[config.mk]
export PLATFORM = sky130hd
export DESIGN_NAME = phys_reg_free_list
export DESIGN_NICKNAME = d
export VERILOG_FILES = /design/src/rtl/phys_reg_free_list.sv
export SDC_FILE = /design/constraint.sdc
export NUM_CORES = 1
export LEC_CHECK = 0
export CAP_MARGIN = 20
export CELL_PAD_IN_SITES_DETAIL_PLACEMENT = 1
export CELL_PAD_IN_SITES_GLOBAL_PLACEMENT = 2
export CORE_MARGIN = 4
export CORE_UTILIZATION = 41
export CTS_CLUSTER_DIAMETER = 150
export CTS_CLUSTER_SIZE = 16
export DETAILED_ROUTE_END_ITERATION = 8
export PLACE_DENSITY = 0.87
export SLEW_MARGIN = 5
export SYNTH_ARGS = -nofsm -noshare
export SYNTH_HDL_FRONTEND = slang
export SYNTH_SLANG_ARGS = --single-unit
[constraint.sdc]
create_clock -name clk -period 4.5 [get_ports clk]
set_input_delay 0.675 -clock clk [delete_from_list [all_inputs] [get_ports clk]]
set_output_delay 0.675 -clock clk [all_outputs]
set_load 0.01 [all_outputs]
[src/rtl/phys_reg_free_list.sv]
// phys_reg_free_list
//   Circular FIFO of free physical-register tags that sits between the ROB
//   retire port and the rename stage. Rename pops one tag per cycle from the
//   head. The ROB pushes up to two reclaimed tags per cycle at the tail.
//   Tag 0 means "no tag" and is never stored.
//
// Ports
//   clk            : clock; all state updates on the rising edge
//   reset          : synchronous, active-high reset
//   alloc_enable   : rename consumes alloc_tag this cycle
//   alloc_tag      : tag at the head, shown ahead of the pop; 0 when empty
//   alloc_valid    : list is non-empty, so alloc_tag is usable
//   freed_tag_1    : first tag retired by the ROB (0 = none)
//   freed_tag_2    : second tag retired by the ROB (0 = none)
//   free_count     : number of tags currently in the list
//   overflow_error : sticky; a free was dropped because the list was full
module phys_reg_free_list #(
  parameter int TAG_WIDTH      = 6,
  parameter int NUM_TAGS       = 64,
  parameter int FIRST_FREE_TAG = 32
) (
  input  logic                 clk,
  input  logic                 reset,
  input  logic                 alloc_enable,
  output logic [TAG_WIDTH-1:0] alloc_tag,
  output logic                 alloc_valid,
  input  logic [TAG_WIDTH-1:0] freed_tag_1,
  input  logic [TAG_WIDTH-1:0] freed_tag_2,
  output logic [TAG_WIDTH:0]   free_count,
  output logic                 overflow_error
);

  localparam int PTR_W = $clog2(NUM_TAGS);
  localparam int CNT_W = TAG_WIDTH + 1;
  localparam int INIT_FREE = NUM_TAGS - FIRST_FREE_TAG;
  localparam logic [CNT_W-1:0] DEPTH     = CNT_W'(NUM_TAGS);
  localparam logic [CNT_W-1:0] INIT_CNT  = CNT_W'(INIT_FREE);
  localparam logic [PTR_W-1:0] INIT_TAIL = PTR_W'(INIT_FREE % NUM_TAGS);

  logic [TAG_WIDTH-1:0] storage [NUM_TAGS];
  logic [PTR_W-1:0]     head;
  logic [PTR_W-1:0]     tail;
  logic [CNT_W-1:0]     count;
  logic                 overflow;

  logic                 do_alloc;
  logic [CNT_W-1:0]     base;
  logic                 accept_1;
  logic                 accept_2;
  logic                 dropped;
  logic [1:0]           nacc;
  logic [PTR_W-1:0]     wr_ptr_2;

  // Advance a pointer by 0..2 slots, wrapping modulo NUM_TAGS (which need
  // not be a power of two).
  function automatic logic [PTR_W-1:0] ptr_add(input logic [PTR_W-1:0] p,
                                                input logic [1:0] n);
    logic [PTR_W:0] s;
    s = {1'b0, p} + (PTR_W+1)'(n);
    if (s >= (PTR_W+1)'(NUM_TAGS))
      s = s - (PTR_W+1)'(NUM_TAGS);
    return s[PTR_W-1:0];
  endfunction

  assign alloc_valid    = (count != '0);
  assign alloc_tag      = alloc_valid ? storage[head] : '0;
  assign free_count     = count;
  assign overflow_error = overflow;

  always_comb begin
    do_alloc = alloc_enable && (count != '0);
    // A same-cycle allocation frees a slot before the frees are considered,
    // and freed_tag_1 claims space ahead of freed_tag_2.
    base     = count - CNT_W'(do_alloc);
    accept_1 = (freed_tag_1 != '0) && (base < DEPTH);
    accept_2 = (freed_tag_2 != '0) && ((base + CNT_W'(accept_1)) < DEPTH);
    dropped  = ((freed_tag_1 != '0) && !accept_1) ||
               ((freed_tag_2 != '0) && !accept_2);
    nacc     = 2'(accept_1) + 2'(accept_2);
    // freed_tag_2 lands right after freed_tag_1, or at the tail itself when
    // freed_tag_1 is absent or dropped.
    wr_ptr_2 = ptr_add(tail, 2'(accept_1));
  end

  always_ff @(posedge clk) begin
    if (reset) begin
      head     <= '0;
      tail     <= INIT_TAIL;
      count    <= INIT_CNT;
      overflow <= 1'b0;
      for (int i = 0; i < INIT_FREE; i++)
        storage[i] <= TAG_WIDTH'(FIRST_FREE_TAG + i);
    end else begin
      if (do_alloc)
        head <= ptr_add(head, 2'd1);
      if (accept_1)
        storage[tail] <= freed_tag_1;
      if (accept_2)
        storage[wr_ptr_2] <= freed_tag_2;
      tail  <= ptr_add(tail, nacc);
      count <= count + CNT_W'(nacc) - CNT_W'(do_alloc);
      if (dropped)
        overflow <= 1'b1;
    end
  end

endmodule
* Yosys cells after proc, flatten, opt, wreduce, memory -nomap -nowiden
Memory sizes are Yosys's and may differ from the RTL's. A register that Yosys moved wholly into a read port is not among the register bits.
Index checks and enable logic that the tools add are counted.
** Cells by class
- Add/sub/neg operators :: 11
- Order comparisons :: 5
- Mux-type cells :: 20
- Reductions and logical operators :: 13
** Operators with widths (number)
- 6-bit two-way mux :: 10
- 7-bit greater-or-equal comparator, second input constant :: 3
- 6-bit by 1-bit subtractor with 6-bit output, second input constant :: 3
- 7-bit less-than comparator, second input constant :: 2
- 7-bit by 1-bit subtractor with 7-bit output :: 2
- 6-bit nonzero test :: 2
- 6-bit OR reduction :: 2
- 1-bit two-way mux :: 10
- 6-bit by 1-bit adder with 7-bit output :: 1
- 6-bit by 1-bit adder with 7-bit output, second input constant :: 1
- 6-bit by 2-bit adder with 7-bit output :: 1
- 7-bit by 1-bit adder with 7-bit output :: 1
- 7-bit by 2-bit adder with 7-bit output :: 1
- 7-bit nonzero test :: 1
- 1-bit logical AND :: 5
- 1-bit by 1-bit adder with 2-bit output :: 1
- 1-bit zero test :: 2
- 1-bit logical OR :: 1
** Storage, ports and cells
- Flip-flop bits (word level) :: 20
- RAM bits :: 384
- Input port bits :: 15
- Word-level logic and storage cells :: 54
- Memories kept :: 1
** Memory list
- storage :: depth 64, bits a word 6, read ports 1, clocked after memory_dff 1, wr ports 32, RTL line 40 : logic [TAG_WIDTH-1:0] storage [NUM_TAGS];

* Logic depth before layout (Yosys ltp)
- Depth after elaboration :: 13
- Mapped depth :: 27
- Depth with buffers taken out :: 25

* Worst setup path before layout
OpenSTA, ideal clock, no wires.
- Path kind :: register -> register
- Start point :: register count[2], in the netlist free_count[2]
- End point :: register count[6], in the netlist free_count[6]
- Arrival :: 4922 ps
- Required time :: 4369 ps
- Slack :: -553 ps
- Cell stages (with the launch flop) :: 28
- Path buffers :: 2
- Period minus slack after synthesis :: 5053 ps
- Cell sequence :: dfxtp_1 inv_1 ha_1 nor4b_1 nand2_1 and2_1 clkbuf_1 ha_1 ha_1 and3b_1 a31oi_1 nor4b_4 buf_2 nand2b_1 nor2_1 ha_1 inv_1 ha_1 inv_1 ha_1 inv_1 fa_1 nand2b_1 a21oi_1 o21ai_0 a21oi_1 or3_1 a21oi_1
** Between the ends
- Longest elaborated chain between the ends :: 11
** Ends and longest elaborated chain
- start: declaration :: RTL line 43 : logic [CNT_W-1:0] count;
- start signal: assignment :: RTL line 101 : count <= count + CNT_W'(nacc) - CNT_W'(do_alloc);
- 7-bit nonzero test *
- net alloc_valid :: RTL line 26 : output logic alloc_valid,
- 1-bit logical AND * :: RTL line 71 : do_alloc = alloc_enable && (count != '0);
- net do_alloc :: RTL line 46 : logic do_alloc;
- 7-bit by 1-bit subtractor with 7-bit output :: RTL line 74 : base = count - CNT_W'(do_alloc);
- 7-bit less-than comparator :: RTL line 75 : accept_1 = (freed_tag_1 != '0) && (base < DEPTH);
- 1-bit logical AND :: RTL line 75
- 7-bit by 1-bit adder with 7-bit output :: RTL line 76 : accept_2 = (freed_tag_2 != '0) && ((base + CNT_W'(accept_1)) < DEPTH);
- 7-bit less-than comparator :: RTL line 76
- 1-bit logical AND :: RTL line 76
- 1-bit by 1-bit adder with 2-bit output :: RTL line 79 : nacc = 2'(accept_1) + 2'(accept_2);
- 7-bit by 2-bit adder with 7-bit output :: RTL line 101
- 7-bit by 1-bit subtractor with 7-bit output * :: RTL line 101
Mark *: on every way through the listed nets, which the timed path passes. The rest lies on a longest branch.
A chain may end at the register's enable or synchronous reset.

==> flow_summary.yaml <==
power_and_ir_drop:
  total_power_w: 0.0105
  cellLeakagePower_nw: 8.16
  ir_drop_mv: 0.355
  power_density_nw_per_um2: 398
synth:
  syn-num-nets: 1822
  avgSynthCellArea_sq_um: 13.0
  synth_warnings: 0
  ys_ff_latch: 410
  synth_cell_types: 70
  yosysSeqAreaShare_pct: 52.0
  syn_area_sq_um: 23200
  ys.flop_type: "edfxtp_1"
  synthArstFlopShare_pct: 0
  synthCells: 1785
  synth_edf_count: 384
drt:
  route.detailed.drc: 0
  routed_wl_um: 80000
  avgRoutedWirePerCell_um: 30.3
  postRouteAntennaNets: 0
  drtPass1Iterations: 5
  drtIter0Drc: 2058
  avgViaCountPerCell: 6.31
  vias: 16600
final_layout:
  nets: 1903
  final_cell_mix: "384 x edfxtp_1, 270 x mux2_2, 195 x buf_4, 168 x nor2_1, 113 x nand2_1"
  layout_commonest_cell: "edfxtp_1"
  antenna_cells: 0
  syn2layout_area_growth_pct: 13.9
  drive_gt1_share_pct: 38.1
  fin_util_pct: 47.5
  fin_cells: 2637
  final_cell_area_sq_um: 26400
clocking:
  htreeDepth: 1
  clock_latency_ns: 0.64
  cts_sinks: 410
  numCtsBuffers: 29
  hold_buffers: 0
  clk_transition_reported_paths_ns: 0.07
  cts_root_buf: "clkbuf_16"
  cts_tree: "yes"
  clockBufferDepth: 3
timing:
  fin_crit_ns: 4.41
  slew_headroom_pct: 30.2
  slew_violations: 0
  whs_ns: 0.494
  worstMarginPinSlew_ns: 1.04
  finalSetupViolCount: 0
  max_freq_mhz: 227
  hold_viol_final: 0
  finalCritPeriodShare_pct: 98.0
  finClkSkew_ns: 0.0520
worst_hold_path:
  min_path_cells: 2
  hp-class: "in2reg"
setup_path:
  worstPathRequired_ns: 3.83
  worstSetupEndpointType: "primary output"
  path_common_cell: "nor2_1"
  worstPathArrival_ns: 3.74
  rr_worst_depth: 18
  path_cells: "buf_4 -> mux4_2 -> nor2_1 -> a221oi_1 -> nor2_1 -> a211oi_1 -> a32o_1 -> clkdlybuf4s50_1"
  slowest_stage: "dfxtp_4"
  critical-path-max-stage-delay_ns: 0.78
  worstSetupStartpointType: "flip-flop"
  path_class: "reg2out"
  cp_max_fo: 33
placed_design:
  routabilityCongestion: 0.921
  hpwl_um: 52900
  portBuffers: 29
  placed_cells: 2571
  place_area_sq_um: 25300
floorplanning:
  io_pins: 30
  start_util_pct: 41.7
  die_area_sq_um: 60400
  die_y_um: 246
  rows: 86
  core_area_sq_um: 55500
  die_x_um: 246
global_route:
  grt_max_degree: 65
  grt_pass1_vias: 17300
  grt_usage_pct: 26.1
  antenna_found_initial: 4
  grt_pass1_wl_um: 118000
  grt_overflow: 0
flow_run:
  drv_cap: 0
outcome:
  status: "finished, final reports clean"
-- critical path, delay by kind of cell (launching register included) --
kind / cells / cell delay [ns]
compound gates: 3 / 0.87
buf+inv: 2 / 1.00
flops: 1 / 0.78
mux: 1 / 0.26
simple gates: 2 / 0.14
-- path summary, 6_finish.rpt --
kind	startpoint	end	slack [ns]
setup / recovery	flip-flop	alloc_tag[5]	0.09
setup reg to reg	free_count[3]$_SDFF_PP0_	storage[7][3]$_DFFE_PP_	0.13
hold reg to reg	overflow_error$_SDFFE_PP0P_	overflow_error$_SDFFE_PP0P_	0.52
hold / removal	reset	overflow_error$_SDFFE_PP0P_	0.49
-- cells in the mapped netlist (all sizes together) (16+ instances only) --
| master | n | area [sq um] |
|---|---|---|
| edfxtp | 384 | 11500 |
| mux2 | 294 | 3310 |
| nor2 | 193 | 830 |
| nand2 | 117 | 442 |
| clkbuf | 116 | 435 |
| mux4 | 93 | 2090 |
| a31oi | 82 | 513 |
| buf | 72 | 387 |
| nor3 | 55 | 434 |
| a21oi | 34 | 170 |
| mux2i | 34 | 340 |
| dfxtp | 26 | 521 |
| o22ai | 24 | 150 |
| ha | 20 | 250 |
| inv | 16 | 60.1 |
| nand3 | 16 | 80.1 |
| or4 | 16 | 124 |
-- layout make-up --
class / count / area [sq um]
inverters: 16 / 65.1
repair buffers: 238 / 1980
flip-flops and latches: 410 / 12100
multi-input cells: 1171 / 10500
clock buffers: 52 / 812
fillers: 5703 / 29100
clock inverters: 2 / 28.8
well taps: 748 / 936
-- kinds of logic after synthesis --
group / count (synthesis) / share of synthesized area [%]
XOR/XNOR: 21 / 0.794
adder cells (fa/ha/maj): 22 / 1.25
flip-flops: 410 / 52.0
AND/OR/NAND/NOR: 489 / 11.1
AO/OA/AOI/OAI: 218 / 6.22
buffers and inverters: 204 / 3.81
multiplexers: 421 / 24.8
-- through the flow --
stage	setup WS, ns	setup TNS (ns)
6_report	0.0895	0
5_1_grt	-0.108	-0.364
4_1_cts	0.0273	0
3_5_place_dp	-0.188	-23.35
3_3_place_gp	-0.0631	-1.01
2_1_floorplan	0.0160	0
-- state kept, by name, indices dropped and copies added (netlist names), named ones only --
register,flops
head,6
storage,384
overflow_error,1
free_count,7
tail,6
-- routing by layer --
layer  vias up  track usage [%]  share of wire (%)
li1       6970                -                  -
met1      8616             35.7                 40
met2       898             42.8                 48
met3       144             4.91                9.5
met4         4             7.21                3.1
met5         -                0              0.020
-- repair_timing --
| action | CTS | global route |
|---|---|---|
| setup endpoints to repair | 0 | 470 |
| gates resized for setup | 0 | 28 |
| buffers inserted | 0 | 12 |
-- report_power, final --
part	internal (W)	switching (W)	leakage [nW]
clock	0.00123	0.00140	0.398
sequential	0.00440	0.000188	3.53
combinational	0.00142	0.00188	4.23
Power figures use the tool's default switching activity.
